==> src/rtl/key_debounce.sv <==
// key_debounce: per-key 2-flop synchroniser, debounce FSM and press/release/toggle outputs.
// Define KEY_DEBOUNCE_REPEAT_EN to add auto-repeat press pulses while a key is held.
module key_debounce #(
  parameter int unsigned N_KEYS          = 4,
  parameter int unsigned DEBOUNCE_CYCLES = 1000000,
  parameter int unsigned CNT_W           = 20,
  parameter int unsigned HOLD_CYCLES     = 50000000,
  parameter int unsigned REPEAT_CYCLES   = 12500000,
  parameter int unsigned HOLD_W          = 26
) (
  input  logic              clock,
  input  logic              reset,
  input  logic [N_KEYS-1:0] key_n,
  output logic [N_KEYS-1:0] key_level,
  output logic [N_KEYS-1:0] key_press,
  output logic [N_KEYS-1:0] key_release,
  output logic [N_KEYS-1:0] key_toggle
);

  typedef enum logic [1:0] {
    ST_RELEASED     = 2'd0,
    ST_PRESS_WAIT   = 2'd1,
    ST_PRESSED      = 2'd2,
    ST_RELEASE_WAIT = 2'd3
  } state_t;

  // Synchroniser output is in pressed polarity: 1 = key down.
  logic [N_KEYS-1:0] r_sync1;
  logic [N_KEYS-1:0] r_sync2;

  always_ff @(posedge clock or posedge reset) begin
    if (reset) begin
      r_sync1 <= '0;
      r_sync2 <= '0;
    end else begin
      r_sync1 <= ~key_n;
      r_sync2 <= r_sync1;
    end
  end

  for (genvar k = 0; k < N_KEYS; k++) begin : g_key
    state_t           r_state;
    state_t           w_state_nxt;
    logic [CNT_W-1:0] r_cnt;
    logic [CNT_W-1:0] w_cnt_nxt;
    logic             r_level;
    logic             r_press;
    logic             r_release;
    logic             r_toggle;
    logic             w_s;
    logic             w_cnt_done;
    logic             w_press_ev;
    logic             w_release_ev;
    logic             w_rep_ev;

    assign w_s        = r_sync2[k];
    assign w_cnt_done = (r_cnt == CNT_W'(DEBOUNCE_CYCLES - 1));

    always_ff @(posedge clock or posedge reset) begin
      if (reset) r_state <= ST_RELEASED;
      else       r_state <= w_state_nxt;
    end

    always_comb begin
      w_state_nxt = r_state;
      case (r_state)
        ST_RELEASED:     if (w_s)              w_state_nxt = ST_PRESS_WAIT;
        ST_PRESS_WAIT:   if (!w_s)             w_state_nxt = ST_RELEASED;
                         else if (w_cnt_done)  w_state_nxt = ST_PRESSED;
        ST_PRESSED:      if (!w_s)             w_state_nxt = ST_RELEASE_WAIT;
        ST_RELEASE_WAIT: if (w_s)              w_state_nxt = ST_PRESSED;
                         else if (w_cnt_done)  w_state_nxt = ST_RELEASED;
        default:                               w_state_nxt = ST_RELEASED;
      endcase
    end

    // Counter update and accept events; the counter clears on every transition.
    always_comb begin
      w_cnt_nxt    = r_cnt;
      w_press_ev   = 1'b0;
      w_release_ev = 1'b0;
      case (r_state)
        ST_RELEASED: begin
          if (w_s) w_cnt_nxt = CNT_W'(1);
        end
        ST_PRESS_WAIT: begin
          if (!w_s) begin
            w_cnt_nxt = '0;
          end else if (w_cnt_done) begin
            w_cnt_nxt  = '0;
            w_press_ev = 1'b1;
          end else begin
            w_cnt_nxt = r_cnt + CNT_W'(1);
          end
        end
        ST_PRESSED: begin
          if (!w_s) w_cnt_nxt = CNT_W'(1);
        end
        ST_RELEASE_WAIT: begin
          if (w_s) begin
            w_cnt_nxt = '0;
          end else if (w_cnt_done) begin
            w_cnt_nxt    = '0;
            w_release_ev = 1'b1;
          end else begin
            w_cnt_nxt = r_cnt + CNT_W'(1);
          end
        end
        default: w_cnt_nxt = '0;
      endcase
    end

`ifdef KEY_DEBOUNCE_REPEAT_EN
    logic [HOLD_W-1:0] r_hold;
    logic [HOLD_W-1:0] w_hold_nxt;
    logic              r_rpt;
    logic              w_rpt_nxt;
    logic [HOLD_W-1:0] w_hold_lim;

    // First repeat waits HOLD_CYCLES, later ones REPEAT_CYCLES.
    assign w_hold_lim = r_rpt ? HOLD_W'(REPEAT_CYCLES - 1) : HOLD_W'(HOLD_CYCLES - 1);

    always_comb begin
      w_hold_nxt = '0;
      w_rpt_nxt  = 1'b0;
      w_rep_ev   = 1'b0;
      if (r_state == ST_PRESSED && w_s) begin
        if (r_hold == w_hold_lim) begin
          w_rep_ev  = 1'b1;
          w_rpt_nxt = 1'b1;
        end else begin
          w_hold_nxt = r_hold + HOLD_W'(1);
          w_rpt_nxt  = r_rpt;
        end
      end
    end

    always_ff @(posedge clock or posedge reset) begin
      if (reset) begin
        r_hold <= '0;
        r_rpt  <= 1'b0;
      end else begin
        r_hold <= w_hold_nxt;
        r_rpt  <= w_rpt_nxt;
      end
    end
`else
    logic w_unused_cfg;
    assign w_rep_ev     = 1'b0;
    assign w_unused_cfg = ^{HOLD_W'(HOLD_CYCLES), HOLD_W'(REPEAT_CYCLES)};
`endif

    always_ff @(posedge clock or posedge reset) begin
      if (reset) begin
        r_cnt     <= '0;
        r_level   <= 1'b0;
        r_press   <= 1'b0;
        r_release <= 1'b0;
        r_toggle  <= 1'b0;
      end else begin
        r_cnt     <= w_cnt_nxt;
        r_press   <= w_press_ev | w_rep_ev;
        r_release <= w_release_ev;
        if (w_press_ev) begin
          r_level  <= 1'b1;
          r_toggle <= ~r_toggle;
        end else if (w_release_ev) begin
          r_level <= 1'b0;
        end
      end
    end

    assign key_level[k]   = r_level;
    assign key_press[k]   = r_press;
    assign key_release[k] = r_release;
    assign key_toggle[k]  = r_toggle;
  end

endmodule

==> config.mk <==
export PLATFORM = sky130hd
export DESIGN_NAME = key_debounce
export DESIGN_NICKNAME = d
export VERILOG_FILES = /design/src/rtl/key_debounce.sv
export SDC_FILE = /design/constraint.sdc
export NUM_CORES = 1
export LEC_CHECK = 0
export CAP_MARGIN = 25
export CORE_MARGIN = 5
export CORE_UTILIZATION = 45
export DETAILED_ROUTE_END_ITERATION = 8
export HOLD_SLACK_MARGIN = 0.03
export PLACE_DENSITY = 0.59
export SLEW_MARGIN = 20
export SYNTH_ARGS = -nofsm -noshare
export SYNTH_HDL_FRONTEND = slang
export SYNTH_SLANG_ARGS = --single-unit
==> constraint.sdc <==
create_clock -name clock -period 9.48 [get_ports clock]
set_input_delay 1.422 -clock clock [delete_from_list [all_inputs] [get_ports clock]]
set_output_delay 1.422 -clock clock [all_outputs]
set_load 0.1 [all_outputs]
======== Yosys cells after proc, flatten, opt, wreduce, memory -nomap -nowiden ========
Cells that the tools add are included.
W data, S select, Z words.
word-level totals
  register bits after elaboration ......... 112
  input port bits ......................... 6
  output and inout bits ................... 16
  word-level logic and storage cells ...... 163
operators by class
  add/subtract/negate cells ............... 4
  equal/unequal tests ..................... 32
  multiplexer cells ....................... 80
  bitwise gates (word level) .............. 5
  reduce and logical (&&, ||, !) cells .... 16
operators by type and width
  cell                     count
  $mux W20                 20
  $pmux W20 S4             4
  $add A20 B1 Y20 const B  4
  $eq A20 B20 Y1 const B   4
  $mux W2                  24
  $pmux W2 S4              4
  $mux W1                  28
  $ne A3 B3 Y1 const B     8
  $eq A2 B2 Y1 const B     8
  $ne A2 B2 Y1 const B     8
  $reduce_and A4 Y1        4
  $eq A2 B1 Y1 const B     4
  $logic_not A2 Y1         4
  $reduce_and A2 Y1        4
  $reduce_bool A2 Y1       4
  $not A1 Y1               4
  $not A4 Y4               1

======== Longest topological paths before layout ========
  depth in word-level cells ............... 6
  mapped depth ............................ 8
  depth with buffers taken out ............ 6

======== Worst setup path after synthesis ========
No wires, ideal clock.
  path kind ............................... reg-to-output
  from .................................... reg g_key[1].r_toggle
  to ...................................... out key_toggle[1]
  arrival time ............................ 0.662 ns
  required time ........................... 8.058 ns
  slack ................................... 7.396 ns
  stages on the path, launching flop included .. 2
  buffers on the path ..................... 1
  cell sequence ........................... dfrtp_1 -> buf_4
RTL lines
  item                      line  RTL
  start: declaration        49    logic r_toggle;
  start signal: assignment  166   r_toggle <= ~r_toggle;
  end: declaration          17    output logic [N_KEYS-1:0] key_toggle
No word-level cell between the ends.

======== Worst setup path in the final report ========
  from .................................... reg g_key[1].r_toggle
  to ...................................... out key_toggle[1]
No word-level cell between the ends.

==> flow_metrics.tcl <==
set metrics [dict create \
    antennaDiodeCount 0 \
    num_vias 4786 \
    switching_share_pct 36.6 \
    grt_pass1_vias 4446 \
    max_slew_margin_pct 33.8 \
    critPathMaxStageDelay_ns 1.16 \
    drcViolationCount 0 \
    initial_utilization_pct 45.3 \
    fin_util_pct 49.1 \
    yosysMostFrequentCell "dfrtp_1" \
    cts.sinks 112 \
    die_x_um 125 \
    status "finished, final reports clean" \
    fin_crit_ns 3.33 \
    path_max_fanout 2 \
    synth_compound_area_share_pct 18.2 \
    p_total_mw 1.35 \
    grtUsageTotal_pct 16.0 \
    portBuffers 21 \
    numCtsBuffers 9 \
    yosysSeqAreaShare_pct 47.2 \
    wl_per_cell_um 15.3 \
    routabilityCongestion 0.831 \
    synth.avg_cell_area_um2 9.39 \
    ys_ff_latch 112 \
    fin_skew_ns 0.00668 \
    max-vdd-ir-drop_uv 150 \
    holdBufCountCts 0 \
    syn-cell-area_um2 5930 \
    syn_to_final_growth_pct 8.27 \
    synth_top_family_by_area "simple AND/OR/NAND/NOR gates" \
    pwr-share-clk_pct 28.3 \
    power_frac_seq_pct 43.1 \
    synthMuxAreaShare_pct 1.73 \
    cp.required_ns 8.06 \
    grt_overflow 0 \
    cts_tree "done" \
    worst_pin_slew_ns 0.990 \
    start_kind "flop" \
    row_count 42 \
    ys_types 66 \
    routed_wirelength_um 12300 \
    power_density_nw_per_um2 210 \
    synth_top_area_cell "dfrtp_1" \
    drive_gt1_share_pct 8.11 \
    worstSetupStartpoint "g_key[1].r_toggle" \
    ys.flop_type "dfrtp_1" \
    postCtsSetupBuffers 0 \
    p_int_mw 0.857 \
    synth_edf_count 0 \
    final_max_slew_viol_count 0 \
    first_pass_iters 5 \
    ios 22 \
    pwr-share-comb_pct 28.6 \
    synthTopCellsByCount "112 x dfrtp_1, 65 x nand2_1, 51 x a21oi_1" \
    synth_xor_area_share_pct 1.75 \
    grt_pass1_wl_um 21200 \
    antenna_found_initial 0 \
    leakage_nw 2.63 \
    syn-instance-count 632 \
    worstPathCellList "clkdlybuf4s50_1" \
    synthAdderAreaFrac_pct 0.844 \
    synth_fp_nets 642 \
    crit_slowest_cell "clkdlybuf4s50_1" \
    hold_class "flop to flop" \
    netSwitchingPower_mw 0.494 \
    ant_nets 0 \
    fp.dieH_um 125 \
    clkLatencyLatePin_ns 0.35 \
    cp_top_family "buffers and inverters" \
    grt_max_degree 77 \
    h-tree-depth 3 \
    maxCapViolCount 0 \
    fin_nets 634 \
    synth-simple-area-share_pct 23.9 \
    viasPerCell 5.95 \
    period_share_pct 35.2 \
    coreArea_um2 13100 \
    drt_iter0_markers 475 \
    clock_path_buffers 2 \
    rsz0062_at_grt "false" \
    critPathCaptureType "output pin" \
    tns_ns 0 \
    r2r-start "g_key[0].r_cnt[0]" \
    hp-start "r_sync1[0]" \
    final.setup.worst_slack_ns 6.15 \
    async_reset_ff_share_pct 100 \
    postCtsResizedCells 0 \
    fmax_mhz 300 \
    yosys_warnings 0 \
    setup_violations 0 \
    die-area_um2 15600 \
    hold_viol 0 \
    yosysTopAreaCellShare_pct 47.2 \
    root_buffer "clkbuf_16" \
    clk_pin_slew_worst_paths_ns 0.07 \
    dp_slack_ns 6.21 \
    hpwlAfterDp_um 8040 \
    critical_path_class "flop to output pin" \
    critPathBufInv 1 \
    critPathArrivalTime_ns 1.91 \
    synth_area_leaders "dfrtp_1 47%, a31oi_1 4.4%, a21oi_1 4.3%" \
]
-- area by class of cell --
type / count / area [um2]
Timing Repair Buffer: 26 / 264
Sequential cell: 112 / 2800
Multi-Input combinational cell: 455 / 2760
Clock buffer: 9 / 225
Fill cell: 1196 / 6660
Inverter: 20 / 77.6
Clock inverter: 7 / 71.3
Tap cell: 176 / 220
-- per-stage QoR --
step / cells / area (um2) / hold WS [ns]
global route: 805 / 6420 / 0.359
floorplan: 632 / 5930 / 0.331
detailed placement: 788 / 6110 / 0.336
finish: 805 / 6420 / 0.353
global placement: 787 / 6090 / 0.333
CTS: 804 / 6400 / 0.353
-- metal layers --
layer | share of wire, % | GRT usage [%] | up-vias
met3 | 3.8 | 3.86 | 14
met5 | 0 | 0 | -
met2 | 47 | 26.1 | 81
li1 | - | - | 2311
met4 | 1.7 | 5.29 | 0
met1 | 47 | 21.0 | 2380
-- cells in the final DEF, fill, tap and decap left out, types with 13 or more instances in the layout --
cell	Yosys	routed
nand2_1	65	65
dfrtp_1	112	112
nor2_1	30	30
nand4_1	23	23
and3_1	13	13
inv_1	20	19
a31oi_1	42	42
nand2b_1	13	13
o21ai_0	32	32
clkdlybuf4s50_1	0	21
nand3_1	48	48
a21oi_1	51	49
-- power groups by stage --
stage	Sequential (mW)	Clock (mW)	Combinational, mW
floorplan	0.571	0	0.343
global placement	0.588	0	0.372
detailed placement	0.590	0	0.385
CTS	0.581	0.395	0.386
global route	0.593	0.418	0.436
finish	0.583	0.382	0.387
-- worst paths after layout --
check	to	slack (ns)	cells after the start
setup / recovery	key_toggle[1]	6.15	1
hold / removal	r_sync2[0]	0.35	0
setup reg to reg	g_key[0].r_cnt[14]	6.93	7
hold reg to reg	r_sync2[0]	0.35	0
max in group asynchronous	g_key[2].r_cnt[0]	6.95	4
min in group asynchronous	g_key[3].r_cnt[10]	1.44	2
-- state kept, by name, summed over array words and instances, names as in the netlist, named ones only --
| register | cells |
|---|---|
| g_key.r_cnt | 80 |
| g_key.r_level | 4 |
| g_key.r_press | 4 |
| g_key.r_release | 4 |
| g_key.r_state | 4 |
| g_key.r_toggle | 4 |
| r_sync1 | 4 |
| r_sync2 | 4 |
-- kinds of logic (layout without fill, tap and decap cells) --
| kind of cell | after synthesis | in the layout |
|---|---|---|
| xor gates and xnor gates | 11 | 11 |
| DFF | 112 | 112 |
| muxes | 10 | 10 |
| and+or+nand+nor | 258 | 258 |
| adders and majority gates | 4 | 4 |
| AOI/OAI and AO/OA | 172 | 172 |
| buffers and inverters | 65 | 62 |
(Power assumes the default switching activity.)
==> edit, RTL diff (config.mk and constraints unchanged) <==
Set the parameter `CNT_W` to 40 (it was 20).
--- a/src/rtl/key_debounce.sv
+++ b/src/rtl/key_debounce.sv
@@ -4,5 +4,5 @@
   parameter int unsigned N_KEYS          = 4,
   parameter int unsigned DEBOUNCE_CYCLES = 1000000,
-  parameter int unsigned CNT_W           = 20,
+  parameter int unsigned CNT_W           = 40,
   parameter int unsigned HOLD_CYCLES     = 50000000,
   parameter int unsigned REPEAT_CYCLES   = 12500000,
Check against the original RTL: no difference found for any inputs over 10 cycles, from zero or initial values and one cycle with reset high; that may be too few to reach the edited logic, so the function may still have changed.
==> edit against the unedited design <==
  * Area after synthesis is 81% higher
  * Design area is 81% higher
  * Sequential cell count is 80 higher
  * Wire length is 100% higher
  * Hold slack better by 0.0044 ns
  * Worst setup slack worse by 0.041 ns
  * Synthesized cell count is 96% higher
  * Critical endpoint is now key_level[2]
  * Power is 71% higher
==> edit: results (changes against the unedited design) <==
| Metric | Value |
|---|---|
| Most frequent cells after synthesis | `192 x sky130_fd_sc_hd__dfrtp_1, 139 x sky130_fd_sc_hd__nand2_1, 102 x sky130_fd_sc_hd__nand3_1` |
| P_int | `1425 uW (+66%)` |
| Register-to-Register Setup Slack | `6.37 ns (-0.56 ns)` |
| Mux share of post-synthesis cell area | `1.948% (+0.22 points)` |
| Max VDD drop | `185.1 uV (+23%)` |
| Routing usage on met2 | `30.05% (+3.9 points)` |
| Via-per-instance ratio | `5.939 (-0.11%)` |
| Proportion of synthesized chip area in sequential cells | `44.80% (-2.4 points)` |
| DR iter-0 viols | `707 (+49%)` |
| Instance area at placement | `0.01101 sq mm (+80%)` |
| Reg-to-Reg Start | `g_key[1].r_cnt[0]` |
| Share of the synthesized netlist area taken by xor and xnor gates | `1.062% (-0.69 points)` |
| Met3 capacity usage during global routing | `2.970% (-0.89 points)` |
| Pin count of the biggest net entering global routing | `116 (+51%)` |
| Post-layout power | `2308 uW (+71%)` |
| Crit Path Max Fanout | `3 (+1)` |
| Cells taking the most area after synthesis | `sky130_fd_sc_hd__dfrtp_1 45%, sky130_fd_sc_hd__nand2_1 4.9%, sky130_fd_sc_hd__nand3_1 4.8%` |
| Total via count in the routed design | `9134 (+91%)` |
| Peak clock frequency supported by timing | `0.2963 GHz (-1.2%)` |
| Wire length of the first global-routing pass | `43120 microns (+100%)` |
| Layout Skew | `0.01242 ns (+0.005740 ns)` |
| GRT met1 Usage | `28.17% (+7.1 points)` |
| Critical path launch point | `g_key[2].r_level` |
| Total global-route track usage | `19.16% (+3.1 points)` |
| Run status | `finished, final reports clean` |
| Ratio of cells with drive above 1 in the final layout | `6.645% (-1.5 points)` |
| Power in sequential cells | `917 uW (+57%)` |
| Comb pwr share | `30.6% (+2.0 points)` |
| Level count of the clock H-tree | `4 (+1)` |
| Hold endpoint | `r_sync2[2]` |
| Share of the synthesized area in compound gates (AO/OA/AOI/OAI) | `16.19% (-2.0 points)` |
| Final hold slack | `0.3570 ns (+0.004382 ns)` |
| Average size of a mapped cell | `8.669 sq um (-7.6%)` |
| Fraction of the mapped netlist area in adder cells | `0.4667% (-0.38 points)` |
==> edit: changes by cell type after synthesis, moves of 23 or more <==
cell                       delta
sky130_fd_sc_hd__nor2_1      +26
sky130_fd_sc_hd__nor4_1      +28
sky130_fd_sc_hd__nand3_1     +54
sky130_fd_sc_hd__nor3_1      +29
sky130_fd_sc_hd__clkbuf_1    +37
sky130_fd_sc_hd__dfrtp_1     +80
sky130_fd_sc_hd__nand4_1     +23
sky130_fd_sc_hd__a21oi_1     +27
sky130_fd_sc_hd__nand2_1     +74
sky130_fd_sc_hd__o21ai_0     +33
sky130_fd_sc_hd__or3_1       +43
sky130_fd_sc_hd__inv_1       +30
==> edit: area by class of cell <==
type / count / area [sq um]
multi-input combinational: 910 / 5315
sequential: 192 / 4805
clock buffer: 20 / 446.7
timing repair buffer: 35 / 350.3
fill: 2232 / 11860
clock inverter: 12 / 102.6
inverter: 50 / 195.2
tap: 319 / 399.1
